<file path="config.mk">
export PLATFORM = sky130hd
export DESIGN_NAME = id_exe_reg
export DESIGN_NICKNAME = d
export VERILOG_FILES = /design/src/rtl/id_exe_reg.sv
export SDC_FILE = /design/constraint.sdc
export NUM_CORES = 1
export LEC_CHECK = 0
export ABC_CLOCK_PERIOD_IN_PS = 1200
export BUFFER_PORTS_ARGS = -buffer_cell sky130_fd_sc_hd__buf_4
export CAP_MARGIN = 20
export CORE_AREA = 3 3 122 124
export CTS_BUF_LIST = sky130_fd_sc_hd__clkbuf_4 sky130_fd_sc_hd__clkbuf_8
export CTS_CLUSTER_DIAMETER = 30
export DETAILED_ROUTE_END_ITERATION = 16
export DIE_AREA = 0 0 125 127
export PLACE_DENSITY = 0.74
export SYNTH_ARGS = -nofsm -noshare
export SYNTH_HDL_FRONTEND = slang
export SYNTH_SLANG_ARGS = --single-unit
</file>
<file path="constraint.sdc">
create_clock -name clk -period 1.2 [get_ports clk]
set_input_delay 0.3 -clock clk [delete_from_list [all_inputs] [get_ports clk]]
set_output_delay 0.3 -clock clk [all_outputs]
set_load 0.05 [all_outputs]
</file>
<file path="src/rtl/id_exe_reg.sv">
// ID/EX pipeline register for the 5-stage ARM pipeline.
// Holds the decoded instruction, operands, forwarding source IDs and carry
// flag for the execute stage. Supports hold on hazard and bubble on flush.
module id_exe_reg #(
    parameter int DATA_WIDTH = 32
) (
    input  logic                  clk,
    input  logic                  rst,
    input  logic                  flush,
    input  logic                  freeze,

    input  logic                  valid_in,
    input  logic [DATA_WIDTH-1:0] PC_in,
    input  logic                  mem_r_en_in,
    input  logic                  mem_w_en_in,
    input  logic                  wb_en_in,
    input  logic                  status_w_en_in,
    input  logic                  branch_taken_in,
    input  logic                  imm_in,
    input  logic [3:0]            exec_cmd_in,
    input  logic [DATA_WIDTH-1:0] val_rn_in,
    input  logic [DATA_WIDTH-1:0] val_rm_in,
    input  logic [11:0]           shift_operand_in,
    input  logic [23:0]           signed_immed_24_in,
    input  logic [3:0]            dest_in,
    input  logic [3:0]            src1_in,
    input  logic [3:0]            src2_in,
    input  logic                  carry_in,

    output logic                  valid,
    output logic [DATA_WIDTH-1:0] PC,
    output logic                  mem_r_en,
    output logic                  mem_w_en,
    output logic                  wb_en,
    output logic                  status_w_en,
    output logic                  branch_taken,
    output logic                  imm,
    output logic [3:0]            exec_cmd,
    output logic [DATA_WIDTH-1:0] val_rn,
    output logic [DATA_WIDTH-1:0] val_rm,
    output logic [11:0]           shift_operand,
    output logic [23:0]           signed_immed_24,
    output logic [3:0]            dest,
    output logic [3:0]            src1,
    output logic [3:0]            src2,
    output logic                  carry
);

    // Side-effecting control bits are only honoured for real instructions.
    logic mem_r_en_gated;
    logic mem_w_en_gated;
    logic wb_en_gated;
    logic status_w_en_gated;
    logic branch_taken_gated;

    // Mask state-changing controls of a non-valid decode entry.
    always_comb begin
        mem_r_en_gated     = mem_r_en_in     & valid_in;
        mem_w_en_gated     = mem_w_en_in     & valid_in;
        wb_en_gated        = wb_en_in        & valid_in;
        status_w_en_gated  = status_w_en_in  & valid_in;
        branch_taken_gated = branch_taken_in & valid_in;
    end

    // Pipeline register: reset and flush both load an all-zero bubble,
    // freeze holds, otherwise capture the decode stage.
    always_ff @(posedge clk) begin
        if (rst || flush) begin
            valid           <= 1'b0;
            PC              <= '0;
            mem_r_en        <= 1'b0;
            mem_w_en        <= 1'b0;
            wb_en           <= 1'b0;
            status_w_en     <= 1'b0;
            branch_taken    <= 1'b0;
            imm             <= 1'b0;
            exec_cmd        <= '0;
            val_rn          <= '0;
            val_rm          <= '0;
            shift_operand   <= '0;
            signed_immed_24 <= '0;
            dest            <= '0;
            src1            <= '0;
            src2            <= '0;
            carry           <= 1'b0;
        end else if (!freeze) begin
            valid           <= valid_in;
            PC              <= PC_in;
            mem_r_en        <= mem_r_en_gated;
            mem_w_en        <= mem_w_en_gated;
            wb_en           <= wb_en_gated;
            status_w_en     <= status_w_en_gated;
            branch_taken    <= branch_taken_gated;
            imm             <= imm_in;
            exec_cmd        <= exec_cmd_in;
            val_rn          <= val_rn_in;
            val_rm          <= val_rm_in;
            shift_operand   <= shift_operand_in;
            signed_immed_24 <= signed_immed_24_in;
            dest            <= dest_in;
            src1            <= src1_in;
            src2            <= src2_in;
            carry           <= carry_in;
        end
    end

endmodule
</file>
==> results of run 1 <==
## path summary, 6_finish.rpt
path | from | slack (ns) | cells past startpoint | endpoint
min reg2reg | mem_r_en | 0.48 | 2 | mem_r_en
max reg2reg | PC[2] | 0.33 | 3 | PC[2]
max | val_rm[3] | -0.08 | 1 | val_rm[3]
min | signed_immed_24_in[0] | 0.08 | 3 | signed_immed_24[0]
## cell families (layout without fill, tap and decap cells)
| logic type | count (synthesis) | count (layout) | synth area share |
|---|---|---|---|
| muxes | 151 | 151 | 0.272 |
| buffers and inverters | 35 | 382 | 0.0486 |
| and+or+nand+nor | 162 | 162 | 0.113 |
| AOI/OAI and AO/OA | 5 | 5 | 0.00450 |
| DFF | 156 | 156 | 0.562 |
## worst reg2reg max path: cells and delay by family, from the launching register on
kind                   cells  cell delay, ns
and+or+nand+nor            1            0.06
buffers and inverters      1            0.14
muxes                      1            0.23
DFF                        1            0.34
## final cells by class
| type | count | area [µm²] |
|---|---|---|
| clock buffer | 22 | 284 |
| clock inverter | 10 | 116 |
| fill | 907 | 3890 |
| multi-input combinational | 318 | 2170 |
| sequential | 156 | 3320 |
| tap | 180 | 225 |
| timing repair buffer | 350 | 3870 |
## where the power goes
| part | switching [mW] | internal (mW) | total [mW] |
|---|---|---|---|
| sequential | 0.157 | 5.37 | 5.53 |
| clock | 1.93 | 2.03 | 3.96 |
| combinational | 1.14 | 1.10 | 2.24 |
| total | 3.23 | 8.50 | 11.7 |
## metrics by stage
stage                     total power [mW]  utilization  hold slack (ns)
final                                 11.7        0.719           0.0838
after global routing                  12.2        0.719           0.0541
after CTS                             11.7        0.708           0.0566
after detailed placement              7.53        0.586            0.455
after global placement                7.49        0.586            0.449
after floorplan                       6.72            -            0.444
## layout by cell type (no fill, tap or decap), drive strengths merged
| cell type | synthesis | layout |
|---|---|---|
| clkbuf | 2 | 23 |
| nor2 | 151 | 151 |
| clkinv | 0 | 6 |
| nand2 | 5 | 5 |
| nand3b | 5 | 5 |
| dfxtp | 156 | 156 |
| mux2i | 151 | 151 |
| or2 | 1 | 1 |
| clkinvlp | 0 | 2 |
| a21oi | 5 | 5 |
| bufinv | 0 | 2 |
| buf | 33 | 349 |
## what timing repair did
item	CTS	global route
endpoints found under the setup margin	156	156
pin swaps	0	0
cloned	0	0
hold buffers	0	0
setup buffers	8	10
gates resized for setup	433	24
## flip-flops by register name, summed over array words and instances, names as in the netlist
register,count
valid,1
src2,4
dest,4
exec_cmd,4
signed_immed_24,24
imm,1
branch_taken,1
mem_r_en,1
mem_w_en,1
wb_en,1
src1,4
shift_operand,12
carry,1
PC,32
val_rm,32
val_rn,32
status_w_en,1
## per-layer routing
metal / vias up / global-route usage / share of wire
met5: - / 0 / 0
met4: 0 / 0.0657 / 0.026
met3: 34 / 0.0916 / 0.087
met2: 229 / 0.395 / 0.54
met1: 2303 / 0.223 / 0.35
li1: 2340 / - / -
==> results.ini, run 1 <==
[yosys]
synth_top_cells_by_count=156 x dfxtp_1, 151 x mux2i_1, 151 x nor2_1, 21 x buf_2, 8 x buf_8
yosysSeqAreaShare=0.562
syn_avg_cell_area_um2=10.9
ys_ff_latch=156
synth.most_common_cell=dfxtp_1
ys_warn_count=0
synth_cell_types=12
synth_area_leader_cell=dfxtp_1
syn-num-nets=669
synth_edf_count=0
async_reset_ff_frac=0
synth_top_area_frac=0.562
synthCells=509
synth_top_flop_cell=dfxtp_1
synth.area.top_cells=dfxtp_1 56%, mux2i_1 27%, nor2_1 10%
syn_area_um2=5560

[sta]
timing.final.hold_violations=0
setup_viol=156
slew_viol_final=0
finalCritPeriodShare=1.07
tns_ns=-5.95
fin_crit_ns=1.28
relSlewSlack=0.820
fin_ws_ns=-0.0785
max_freq_ghz=0.782
worstMarginPinSlew_ns=0.263
skew_ns=0
rsz0062_at_grt=true

[cts]
clock_path_buffers=2
htree_levels=4
cts-root-buf=clkbuf_8
cts_made_buffers=17
clock_latency_ns=0.44
cts_tree=yes
clk_pin_slew_ns=0.08
cts_sinks=156

[die]
core_region_area_um2=13900
die_area_um2=15900
fp.dieW_um=125
pin_count=316
dieHeight_um=127
rows=43
initial_core_util=0.400

[cells_and_area]
final_cells=1036
stdcell_area_um2=9990
diodes=0
syn_to_final_growth_pct=79.6
nNetsFinal=1003
drive_gt1_frac=0.630

[critical_path]
worst_ep_arrival_time_ns=0.98
cp_cell_sequence=buf_6
worst-endpoint-required_ns=0.90
slowest_delay_ns=0.37
startpoint_type=flip-flop
path_buf_inv=1
timing.critical_path.fanout_max=2
critPathSlowestCell=dfxtp_2
worst-setup-path-type=flip-flop to output port
crit_path_end_kind=output port
crit_family=flip-flops

[detailed_routing]
dr.pass1.iters=4
viasPerCell=4.74
first_iter_violations=187
drc=0
vias=4906
drtAntennaViolNets=0
wl_um=18400
drt-wirelength-per-cell_um=17.8

[place]
hpwl_um=11900
io_buffers=315
dp_slack_ns=0.0129
routabilityCongestion=0.864
dp.cells=986
placed_cell_area_um2=8130

[grt]
grt_start_max_net_pins=65
grt_overflow=0
grt_use_total=0.215
grt_pass1_vias=5236
grt_pass1_wl_um=27300
antenna_found_initial=0

[power_and_ir_drop]
powerDensity_nw_per_um2=1170
leakage_nw=4.75
vdd_drop_max_mv=0.765

[hold_path]
hold_path_class=primary input to flip-flop

[job]
drv_cap=0

[status]
status=finished, violations left
violations=setup timing

Note: power is estimated with default switching activity, not from simulation.
==> run 2: changes to the inputs <==
--- a/config.mk
+++ b/config.mk
@@ -5,7 +5,7 @@
 export SDC_FILE = /design/constraint.sdc
 export NUM_CORES = 1
 export LEC_CHECK = 0
-export ABC_CLOCK_PERIOD_IN_PS = 1200
+export ABC_CLOCK_PERIOD_IN_PS = 1410
 export BUFFER_PORTS_ARGS = -buffer_cell sky130_fd_sc_hd__buf_4
 export CAP_MARGIN = 20
 export CORE_AREA = 3 3 122 124
==> constraint.sdc (replaced) <==
create_clock -name clk -period 1.41 [get_ports clk]
set_input_delay 0.3525 -clock clk [delete_from_list [all_inputs] [get_ports clk]]
set_output_delay 0.3525 -clock clk [all_outputs]
set_load 0.05 [all_outputs]
==> run 2 against run 1 <==
The flow now finishes without violations; worst setup slack gained 0.12 ns; via count shrank 4.0%; critical endpoint is now signed_immed_24[18]; global-route usage shrank 2.5 points.
==> results.ini, run 2 (synthesized netlist as in run 1, its figures left out) <==
[grt]
grt_overflow=0  ; unchanged
grt_start_max_net_pins=87  ; +34%
antenna_found_initial=0  ; unchanged
grt_use_total=0.190  ; -0.0246
grt_pass1_wl_um=24400  ; -11%
grt_pass1_vias=4946  ; -5.5%

[die]
dieHeight_um=127  ; unchanged
die_area_um2=15900  ; unchanged
core_region_area_um2=13900  ; unchanged
pin_count=316  ; unchanged
fp.dieW_um=125  ; unchanged
initial_core_util=0.400  ; unchanged
rows=43  ; unchanged

[sta]
worstMarginPinSlew_ns=0.384  ; +0.121 ns
skew_ns=0  ; unchanged
tns_ns=0  ; +5.95 ns
relSlewSlack=0.744  ; -0.0754
fin_crit_ns=1.36
fin_hold_ws_ns=0.142  ; +0.0582 ns
max_freq_ghz=0.733
timing.final.hold_violations=0  ; unchanged
finalCritPeriodShare=0.968
setup_viol=0  ; -100%
slew_viol_final=0  ; unchanged

[place]
placed_cell_area_um2=8040  ; -1.1%
routabilityCongestion=0.810  ; -6.3%
io_buffers=315  ; unchanged
hpwl_um=11800  ; -0.95%

[critical_path]
slowest_delay_ns=0.37  ; about the same
worst-endpoint-required_ns=1.06  ; +0.16 ns
worst-setup-path-type=flip-flop to output port
cp_cell_sequence=buf_4
startpoint_type=flip-flop
critPathSlowestCell=dfxtp_1
crit_family=flip-flops
crit_path_end_kind=output port
path_buf_inv=1  ; unchanged
timing.critical_path.fanout_max=2  ; unchanged
worst_ep_arrival_time_ns=1.01  ; +0.03 ns

[cts]
cts_tree=yes
cts_sinks=156  ; unchanged
clock_path_buffers=2  ; unchanged
clock_latency_ns=0.43  ; about the same
htree_levels=4  ; unchanged
cts-root-buf=clkbuf_8
cts_made_buffers=17  ; unchanged
clk_pin_slew_ns=0.08  ; about the same

[power_and_ir_drop]
leakage_nw=4.29  ; -9.6%
vdd_drop_max_mv=0.604  ; -21%
powerDensity_nw_per_um2=1140  ; -3.1%

[cells_and_area]
reg.largest.list=PC x32, val_rm x32, val_rn x32
layout_commonest_cell=buf_4
stdcell_area_um2=8600  ; -14%
layout_common_cells=281 x buf_4, 156 x dfxtp_1, 151 x mux2i_1, 151 x nor2_1, 37 x buf_6
syn_to_final_growth_pct=54.7
nNetsFinal=978  ; -2.5%
diodes=0  ; unchanged
drive_gt1_frac=0.430  ; -0.200

[detailed_routing]
drtAntennaViolNets=0  ; unchanged
wl_um=15600  ; -15%
drt-wirelength-per-cell_um=15.5  ; -13%
viasPerCell=4.66  ; -1.5%
drc=0  ; unchanged
first_iter_violations=127  ; -32%
dr.pass1.iters=5  ; +1
vias=4709  ; -4.0%

[status]
status=completed

[job]
drv_cap=0  ; unchanged

[hold_path]
hold_path_class=primary input to flip-flop

==> run 2: cell count changes in the layout (fill, tap and decap cells not counted), moves of 2 or more <==
| cell | delta |
|---|---|
| buf_12 | -3 |
| dfxtp_2 | -154 |
| buf_8 | -143 |
| dfxtp_4 | -2 |
| dfxtp_1 | +156 |
| buf_4 | +97 |
| clkbuf_4 | -2 |
| buf_6 | +24 |
==> run 2: timing repair <==
item,CTS,global route
setup endpoints to repair,0,37
setup buffers,0,0
gates resized for setup,0,37
hold buffers,0,0
==> run 2: final timing paths <==
check	cells past startpoint	start	to	slack [ns]
setup / recovery	1	signed_immed_24[18]	signed_immed_24[18]	0.05
hold / removal	3	signed_immed_24_in[12]	signed_immed_24[12]	0.14
setup reg to reg	2	signed_immed_24[18]	signed_immed_24[18]	0.73
hold reg to reg	2	status_w_en	status_w_en	0.47
==> run 2: metrics by stage <==
step	utilization	setup slack [ns]	total power, mW	std cells
finish	0.620	0.0457	9.79	1010
global route	0.620	-0.0180	10.2	1010
CTS	0.610	0.00707	9.88	1010
detailed placement	0.579	0.134	6.38	979
global placement	0.579	0.148	6.34	979
floorplan	-	0.277	5.72	509
==> run 2: routing by layer <==
layer,vias up,part of all wire,track usage
li1,2299,-,-
met1,2153,0.38,0.212
met2,229,0.50,0.326
met3,28,0.094,0.0740
met4,0,0.024,0.0816
met5,-,0,0
==> run 2: cell type report <==
class	count	area, µm²
clock buffers	21	283
flip-flops and latches	156	3120
well taps	180	225
fillers	1164	5280
multi-input cells	318	2170
clock inverters	10	140
repair buffers	325	2660
==> run 2: report_power, final <==
part / switching (mW) / internal, mW / total [mW]
Combinational: 0.928 / 0.732 / 1.66
Clock: 1.59 / 1.90 / 3.49
Sequential: 0.0844 / 4.55 / 4.63
